--- src/rtl/mips_pkg.sv ---
// Shared encodings for the multi-cycle MIPS controller/datapath pair.
// Holds the control-field encodings, opcode/funct constants and the ALU operation enum.
package mips_pkg;

    localparam logic [1:0] ALUOP_ADD   = 2'b00;
    localparam logic [1:0] ALUOP_SUB   = 2'b01;
    localparam logic [1:0] ALUOP_FUNCT = 2'b10;
    localparam logic [1:0] ALUOP_RSVD  = 2'b11;

    localparam logic [1:0] SRCB_B      = 2'b00;
    localparam logic [1:0] SRCB_FOUR   = 2'b01;
    localparam logic [1:0] SRCB_IMM    = 2'b10;
    localparam logic [1:0] SRCB_IMM_SH = 2'b11;

    localparam logic [5:0] FUNCT_ADD = 6'h20;
    localparam logic [5:0] FUNCT_SUB = 6'h22;
    localparam logic [5:0] FUNCT_AND = 6'h24;
    localparam logic [5:0] FUNCT_OR  = 6'h25;
    localparam logic [5:0] FUNCT_SLT = 6'h2A;

    localparam logic [5:0] OP_RTYPE = 6'h00;
    localparam logic [5:0] OP_ADDI  = 6'h08;

    typedef enum logic [2:0] {
        ALU_ADD = 3'd0,
        ALU_SUB = 3'd1,
        ALU_AND = 3'd2,
        ALU_OR  = 3'd3,
        ALU_SLT = 3'd4
    } alu_op_e;

    function automatic logic [31:0] sign_ext(input logic [15:0] imm);
        return {{16{imm[15]}}, imm};
    endfunction

endpackage

--- src/rtl/mips_regfile.sv ---
// 32x32 register file: two combinational read ports, one synchronous write port.
// Register $0 is never written and always reads zero.
module mips_regfile (
    input  logic        clk,
    input  logic        rst_n,
    input  logic        we,
    input  logic [4:0]  raddr1,
    input  logic [4:0]  raddr2,
    input  logic [4:0]  waddr,
    input  logic [31:0] wdata,
    output logic [31:0] rdata1,
    output logic [31:0] rdata2
);

    logic [31:0] regs [32];

    // Register array: async clear, write port ignores $0
    always_ff @(posedge clk or negedge rst_n) begin
        if (!rst_n) begin
            for (int i = 0; i < 32; i++) begin
                regs[i] <= 32'd0;
            end
        end else if (we && (waddr != 5'd0)) begin
            regs[waddr] <= wdata;
        end
    end

    assign rdata1 = (raddr1 == 5'd0) ? 32'd0 : regs[raddr1];
    assign rdata2 = (raddr2 == 5'd0) ? 32'd0 : regs[raddr2];

endmodule

--- src/rtl/mips_mc_datapath.sv ---
// Multi-cycle MIPS datapath: PC/IR/MDR/A/B/ALUOut state, register file and ALU,
// stepped one micro-operation per clock by the main controller's enables.
module mips_mc_datapath
    import mips_pkg::*;
#(
    parameter logic [31:0] RESET_PC = 32'h0000_0000
) (
    input  logic        clk,
    input  logic        rst_n,
    input  logic        PCWrite,
    input  logic        IRWrite,
    input  logic        RegWrite,
    input  logic        MemWrite,
    input  logic        IorD,
    input  logic        RegDst,
    input  logic        MemtoReg,
    input  logic        ALUSrcA,
    input  logic [1:0]  ALUSrcB,
    input  logic [1:0]  ALUOp,
    input  logic        PCSrc,
    output logic [5:0]  Opcode,
    output logic [5:0]  Funct,
    output logic        Zero,
    output logic [31:0] mem_addr,
    output logic [31:0] mem_wdata,
    output logic        mem_we,
    input  logic [31:0] mem_rdata,
    output logic [31:0] pc_out
);

    logic [31:0] pc, ir, mdr, a_reg, b_reg, alu_out;
    logic [31:0] rf_rdata1, rf_rdata2;
    logic [31:0] src_a, src_b, alu_result, imm_ext, wb_data;
    logic [4:0]  wb_reg;
    alu_op_e     alu_ctl;

    assign imm_ext = sign_ext(ir[15:0]);
    assign wb_reg  = RegDst ? ir[15:11] : ir[20:16];
    assign wb_data = MemtoReg ? mdr : alu_out;

    mips_regfile u_rf (
        .clk    (clk),
        .rst_n  (rst_n),
        .we     (RegWrite),
        .raddr1 (ir[25:21]),
        .raddr2 (ir[20:16]),
        .waddr  (wb_reg),
        .wdata  (wb_data),
        .rdata1 (rf_rdata1),
        .rdata2 (rf_rdata2)
    );

    // ALU operand selection
    always_comb begin
        src_a = ALUSrcA ? a_reg : pc;
        src_b = b_reg;
        case (ALUSrcB)
            SRCB_B:      src_b = b_reg;
            SRCB_FOUR:   src_b = 32'd4;
            SRCB_IMM:    src_b = imm_ext;
            SRCB_IMM_SH: src_b = {imm_ext[29:0], 2'b00};
            default:     src_b = b_reg;
        endcase
    end

    // ALU control: reserved ALUOp and unknown Funct both fall back to add
    always_comb begin
        alu_ctl = ALU_ADD;
        case (ALUOp)
            ALUOP_ADD: alu_ctl = ALU_ADD;
            ALUOP_SUB: alu_ctl = ALU_SUB;
            ALUOP_FUNCT: begin
                case (ir[5:0])
                    FUNCT_ADD: alu_ctl = ALU_ADD;
                    FUNCT_SUB: alu_ctl = ALU_SUB;
                    FUNCT_AND: alu_ctl = ALU_AND;
                    FUNCT_OR:  alu_ctl = ALU_OR;
                    FUNCT_SLT: alu_ctl = ALU_SLT;
                    default:   alu_ctl = ALU_ADD;
                endcase
            end
            default: alu_ctl = ALU_ADD;
        endcase
    end

    // ALU datapath, 32-bit wrapping arithmetic
    always_comb begin
        alu_result = src_a + src_b;
        case (alu_ctl)
            ALU_ADD: alu_result = src_a + src_b;
            ALU_SUB: alu_result = src_a - src_b;
            ALU_AND: alu_result = src_a & src_b;
            ALU_OR:  alu_result = src_a | src_b;
            ALU_SLT: alu_result = {31'd0, ($signed(src_a) < $signed(src_b))};
            default: alu_result = src_a + src_b;
        endcase
    end

    // Architectural state: free-running capture registers plus enabled PC/IR
    always_ff @(posedge clk or negedge rst_n) begin
        if (!rst_n) begin
            pc      <= RESET_PC;
            ir      <= 32'd0;
            mdr     <= 32'd0;
            a_reg   <= 32'd0;
            b_reg   <= 32'd0;
            alu_out <= 32'd0;
        end else begin
            mdr     <= mem_rdata;
            a_reg   <= rf_rdata1;
            b_reg   <= rf_rdata2;
            alu_out <= alu_result;
            if (IRWrite) begin
                ir <= mem_rdata;
            end
            if (PCWrite) begin
                pc <= PCSrc ? alu_out : alu_result;
            end
        end
    end

    assign Opcode    = ir[31:26];
    assign Funct     = ir[5:0];
    assign Zero      = (alu_result == 32'd0);
    assign mem_addr  = IorD ? alu_out : pc;
    assign mem_wdata = b_reg;
    assign mem_we    = MemWrite;
    assign pc_out    = pc;

endmodule

--- config.mk ---
export PLATFORM = sky130hd
export DESIGN_NAME = mips_mc_datapath
export DESIGN_NICKNAME = d
export VERILOG_FILES = /design/src/rtl/mips_pkg.sv /design/src/rtl/mips_regfile.sv /design/src/rtl/mips_mc_datapath.sv
export SDC_FILE = /design/constraint.sdc
export NUM_CORES = 2
export LEC_CHECK = 0
export CAP_MARGIN = 20
export CELL_PAD_IN_SITES_DETAIL_PLACEMENT = 1
export CELL_PAD_IN_SITES_GLOBAL_PLACEMENT = 1
export CORE_ASPECT_RATIO = 0.75
export CORE_MARGIN = 8
export CORE_UTILIZATION = 49
export CTS_BUF_LIST = sky130_fd_sc_hd__clkbuf_2 sky130_fd_sc_hd__clkbuf_4 sky130_fd_sc_hd__clkbuf_8
export DETAILED_ROUTE_END_ITERATION = 16
export PLACE_DENSITY = 0.89
export SLEW_MARGIN = 10
export SYNTH_ARGS = -nofsm -noshare
export SYNTH_HDL_FRONTEND = slang
export SYNTH_HIERARCHICAL = 1
export SYNTH_SLANG_ARGS = --single-unit
--- constraint.sdc ---
create_clock -name clk -period 7.9 [get_ports clk]
set_input_delay 1.975 -clock clk [delete_from_list [all_inputs] [get_ports clk]]
set_output_delay 1.975 -clock clk [all_outputs]
set_load 0.02 [all_outputs]
* Word-level counts from Yosys, hierarchy flattened
Index checks and enable logic that the tools add are counted.
** Storage, ports and cells
- Flip-flop bits (word level) :: 1216
- Latch bits :: 0
- RAM bits :: 0
- Memory bits (read-only) :: 0
- Bits of input ports :: 47
- Output and inout port bits :: 110
- Logic and storage cells :: 90
- Memories :: 0
** Cells by class
- Add/subtract/negate cells :: 2
- Multiply operators :: 0
- Divide/modulo/power cells :: 0
- Order comparisons :: 5
- Eq/ne operators :: 13
- Shifts and indexed selects :: 0
- Muxes and demuxes :: 20
- Bitwise logic cells :: 5
- Reductions and logical operators :: 7
** Operators with widths (count)
- 1024-bit bitwise mux :: 1
- 32-bit 2-to-1 mux :: 11
- 32-bit binary-select mux with 5-bit select :: 2
- 32-bit case mux with 4 select lines :: 2
- 32-bit demux with 5-bit select :: 1
- 32-bit adder :: 1
- 32-bit bitwise AND :: 1
- 32-bit logical NOT :: 1
- 32-bit < comparator :: 1
- 32-bit bitwise OR :: 1
- 32-bit subtractor :: 1
- 6-bit == test (second input constant) :: 4
- 6-bit greater-or-equal comparator (second input constant) :: 3
- 5-bit inverter with 6-bit output :: 3
- 3-bit case mux with 4 select lines :: 1
- 5-bit logical NOT :: 2
- 2-bit == test (second input constant) :: 3
- 3-bit by 2-bit == test with 1-bit output (second input constant) :: 2
- 6-bit by 1-bit < comparator with 1-bit output (second input constant) :: 1
- 3-bit case mux with 2 select lines :: 1
- 5-bit 2-to-1 mux :: 1
- 5-bit nonzero test :: 1
- 2-bit by 1-bit == test with 1-bit output (second input constant) :: 2
- 3-bit by 1-bit == test with 1-bit output (second input constant) :: 1
- other kinds (3) :: 4

* Longest topological paths before layout
- Word-level depth :: 7
- Gate-level depth with buffers :: 19
- Depth with buffers taken out :: 16

* By module
The synthesis kept the hierarchy.
** By module, submodules not included
- mips_regfile :: instances 1, cells each 3514, area an instance 54019.3 µm², sequential area each 25624.6 µm²
- mips_mc_datapath :: instances 1, cells each 1352, area an instance 13128.8 µm², sequential area each 4804.6 µm²

* Worst setup path after synthesis
No wires, ideal clock.
- Path type :: in2out
- From :: input ALUSrcB[1]
- To :: output Zero
- Arrival time :: 6099 ps
- Data required time :: 5925 ps
- Setup slack :: -174 ps
- Cell stages on the path :: 17
- Path buffers :: 3
- Cell sequence :: clkbuf_1 buf_1 clkbuf_1 nand2_1 a21oi_1 ha_1 o21ba_2 nor4_4 o211ai_1 and3_4 o31a_1 a221o_1 a221oi_2 or3b_1 nor4_1 nand4_1 nor4_2
** Between the ends
- Cells in the longest elaborated chain, start to end :: 5
- Elaborated cells on any way between the ends :: 12
- Classes of those cells :: add/sub (2); order compare (1); eq/ne (3); mux (2); bitwise (2); reduce/logical (2)
** Ends and longest elaborated chain
- start: declaration :: RTL line mips_mc_datapath.sv:18 : input logic [1:0] ALUSrcB,
- 2-bit == test, or another cell as far along :: RTL line mips_mc_datapath.sv:57 : case (ALUSrcB)
- 32-bit case mux with 4 select lines * :: RTL line mips_mc_datapath.sv:57
- 32-bit adder, or another cell as far along :: RTL line mips_mc_datapath.sv:90, mips_mc_datapath.sv:95
- 32-bit case mux with 4 select lines * :: RTL line mips_mc_datapath.sv:89 : case (alu_ctl)
- 32-bit logical NOT * :: RTL line mips_mc_datapath.sv:124 : assign Zero = (alu_result == 32'd0);
- end: declaration :: RTL line mips_mc_datapath.sv:23 : output logic Zero,
Mark *: on every way between the ends. The rest lies on a longest branch, timed or not.

* Worst setup path in the final report
- From :: input ALUSrcB[1]
- To :: output Zero
** Between the ends
- Cells in the longest elaborated chain, start to end :: 5
- Elaborated cells on any way between the ends :: 12
- Classes of those cells :: add/sub (2); order compare (1); eq/ne (3); mux (2); bitwise (2); reduce/logical (2)
** Ends and longest elaborated chain
- 2-bit == test, or another cell as far along :: RTL line mips_mc_datapath.sv:57
- 32-bit case mux with 4 select lines * :: RTL line mips_mc_datapath.sv:57
- 32-bit adder, or another cell as far along :: RTL line mips_mc_datapath.sv:90, mips_mc_datapath.sv:95
- 32-bit case mux with 4 select lines * :: RTL line mips_mc_datapath.sv:89
- via alu_result[12] :: RTL line mips_mc_datapath.sv:33 : logic [31:0] src_a, src_b, alu_result, imm_ext, wb_data;
- 32-bit logical NOT * :: RTL line mips_mc_datapath.sv:124
The timed path passes the listed nets; every way through them passes the cells marked *.

==> results by group <==
Die
  – Full die area: 149000 um^2
  – Initial core utilization: between 40% and 50%
  – Die H: 337 um
  – Io pins: roughly 160
  – Placeable Area: 136000 um^2
  – Placement row count: 117
  – Die Span X: 443 um

Worst setup path
  – Stages on worst setup path: 21
  – Crit path max-delay family: compound AO/OA/AOI/OAI gates
  – Crit path buffers/inverters: 8
  – Crit Path Class: input port to output port
  – Setup crit end kind: output port
  – CP max stage delay: 0.47 ns
  – Startpoint Class: input port
  – Cell mode on critical path: buf_4
  – Cell Chain, Critical Path: clkbuf_4 -> bufbuf_16 -> buf_4 -> mux2i_1 -> o21ai_1 -> inv_1 -> buf_4 -> ha_1 -> or2_2 -> a2111oi_0 -> a211oi_1 -> buf_4 -> o41ai_1 -> buf_4 -> o221ai_1 -> nor3_1 -> a21oi_1 -> and4b_1 -> nand4_1 -> nor4_4 -> buf_4
  – Crit-path max FO: 8
  – Worst Reg-to-Reg Cells: 18
  – CP max stage cell: a2111oi_0
  – Worst path arrival time: between 6 and 7 ns
  – Data required, critical path: 5.93 ns

Detailed routing
  – Via count: 52100
  – Drt initial violations: 7433
  – Number of routed nets with antenna violations: 0
  – Via density: around 7.4
  – DR DRC count: 0
  – Drt wl/cell: about 39 um
  – Routed WL: 274000 um
  – First-pass iteration count of the detailed router: 6

Final layout
  – Max reg flops: 1024
  – Most common cell after layout, fill and taps aside: dfrtp_1
  – Most flop-heavy register: u_rf/regs
  – Fin nets: 5282
  – Fin cells: 7068
  – Synth-to-layout area growth: 14.2%
  – Layout cell share with drive strength beyond 1: 48.1%
  – Most frequent cells in the layout: dfrtp_1 (1207), mux2_2 (1178), mux4_2 (469), buf_4 (408), clkbuf_8 (235)

Synth
  – Post-Syn Area per Cell: 13.8 um^2
  – Asr flop ratio synth: 100%
  – Post-synthesis sequential area ratio: 45.3%
  – Synth Register Bits: 1216
  – Unique masters post-synth: 100
  – Syn Nets: 5013
  – Mapped Cells: slightly below 5000
  – YS warnings: 6
  – EDFF count, synth: 0
  – Top_reg_cell synth: dfrtp_1
  – Cell Area, Synth: 67100 um^2

GRT
  – Vias in the first global route: 55600
  – GRT Util Overall: 36.1%
  – First-pass GRT wire length: 399000 um
  – Largest net degree at the start of global routing: 189
  – Initial antenna violation count: 18
  – Global route overflow: 0

Timing
  – Min Clock Period, post-route: 8.34 ns
  – Min Hold Slack: between 0.3 and 0.4 ns
  – Slew margin rel.: 9.78%
  – Setup ws final: -0.441 ns
  – Post-route clock period utilization: 106%
  – Final setup violating endpoints: 1
  – Max-slew violation count: 0
  – Slew @ Worst Pin: 1.35 ns
  – Clk_skew: 0.0845 ns
  – Fmax: 120 MHz
  – Final count of hold timing violations: 0
  – RSZ-0062 raised after global routing: yes

Pwr
  – NetSw: ~12 mW
  – Gate power share: 41.7%
  – Power density over the cells: approximately 390 nW/um^2
  – Switching part of the total power: 39.2%
  – Clock network power share: roughly a fifth
  – Static leakage: approximately 34 nW
  – Flop pwr share: 39.2%
  – Worst vdd ir: 0.271 mV
  – Internal power: 18.4 mW

Run status
  – Failing checks: setup timing
  – Status: finished, violations left

Place
  – Post-DP HPWL: around 170000 um
  – Gpl congestion: ~1.0
  – Worst slack at placement: -1.27 ns
  – Port bufs: around 150
  – Post-Place Cells: 6721

CTS
  – Clock sink total: 1216
  – TritonCTS clock tree: built
  – Number of H-tree levels: 4
  – Clock slew at reported path FFs: 0.06 ns
  – CTS buffer count: 180
  – CTS max path bufs: 3
  – Clock latency on the worst-skew pair: 1.02 ns
  – Clock Root Buffer: clkbuf_8

Min path
  – Hold path depth: 0
  – Min-delay worst type: flip-flop to flip-flop

Run
  – Max_cap viols: 0
[cells in the mapped netlist (all sizes together), types with 14 or more instances]
library cell     n  area (um^2)
o22ai           88          551
a2111oi         31          292
inv            110          413
dfrtp         1216        30400
buf            252         1400
nor3            76          385
mux2          1182        13300
ha              98         1230
nor2b           31          194
a21o            30          225
mux4           469        10600
nand3           40          200
a211oi          56          425
mux2i          181         1810
o221ai          42          368
clkbuf         253          950
a22oi           20          150
a22o            53          464
a221oi          14          135
nor4            16          158
nor2           112          423
nand2b          18          113
nand2          124          465
o21ai           87          439
a21oi           71          355
[routing by layer]
layer | part of all wire, % | track usage [%]
met1 | 37 | 46.5
met2 | 44 | 53.0
met4 | 6.8 | 21.7
met5 | 0.034 | 0.508
met3 | 12 | 12.1
[logic make-up after synthesis]
group / synth area share, %
xor gates and xnor gates: 0.0783
AOI/OAI and AO/OA: 6.64
buffers and inverters: 4.12
adders and majority gates: 1.89
DFF: 45.3
and+or+nand+nor: 3.70
muxes: 38.3
[power groups by stage]
stage / Combinational [mW] / Sequential [mW] / Clock, mW
CTS: 12.3 / 11.6 / 5.74
global route: 13.0 / 12.0 / 6.01
detailed placement: 11.8 / 11.6 / 0
floorplan: 7.68 / 10.4 / 0
finish: 12.6 / 11.8 / 5.75
global placement: 11.0 / 11.1 / 0
[final cells by class]
type	instances	area [um^2]
Multi-Input combinational cell	3034	34400
Tap cell	1785	2230
Fill cell	12900	59200
Timing Repair Buffer	593	5270
Inverter	110	413
Clock inverter	36	283
Sequential cell	1216	30500
Clock buffer	286	3620
Antenna cell	8	20.0
[path summary, 6_finish.rpt]
check / startpoint / to / slack, ns
max reg2reg: mem_wdata[0] / pc_out[28] / 3.23
min in group asynchronous: rst_n / alu_out[3] / 0.99
min reg2reg: u_rf/regs[999] / u_rf/regs[999] / 0.40
min: u_rf/regs[999] / u_rf/regs[999] / 0.40
max in group asynchronous: rst_n / u_rf/regs[317] / 5.18
max: ALUSrcB[1] / Zero / -0.44
[stage by stage]
stage	setup TNS [ns]	power [mW]	instance area [um^2]	utilization, %
after floorplan	0	18.1	67200	-
after global placement	-1.18	22.1	72200	53.1
after detailed placement	-1.27	23.4	72300	53.2
after CTS	-0.255	29.6	76500	56.3
after global routing	-0.521	31.0	76600	56.4
final	-0.441	30.2	76700	56.4
[timing repair]
action | in CTS | in global routing
endpoints found under the setup margin | 1 | 1
resized for setup | 52 | 5
cloned | 2 | 0
setup buffers | 8 | 0
hold buffers | 0 | 0
pin swaps | 10 | 0
(Power assumes the default switching activity.)
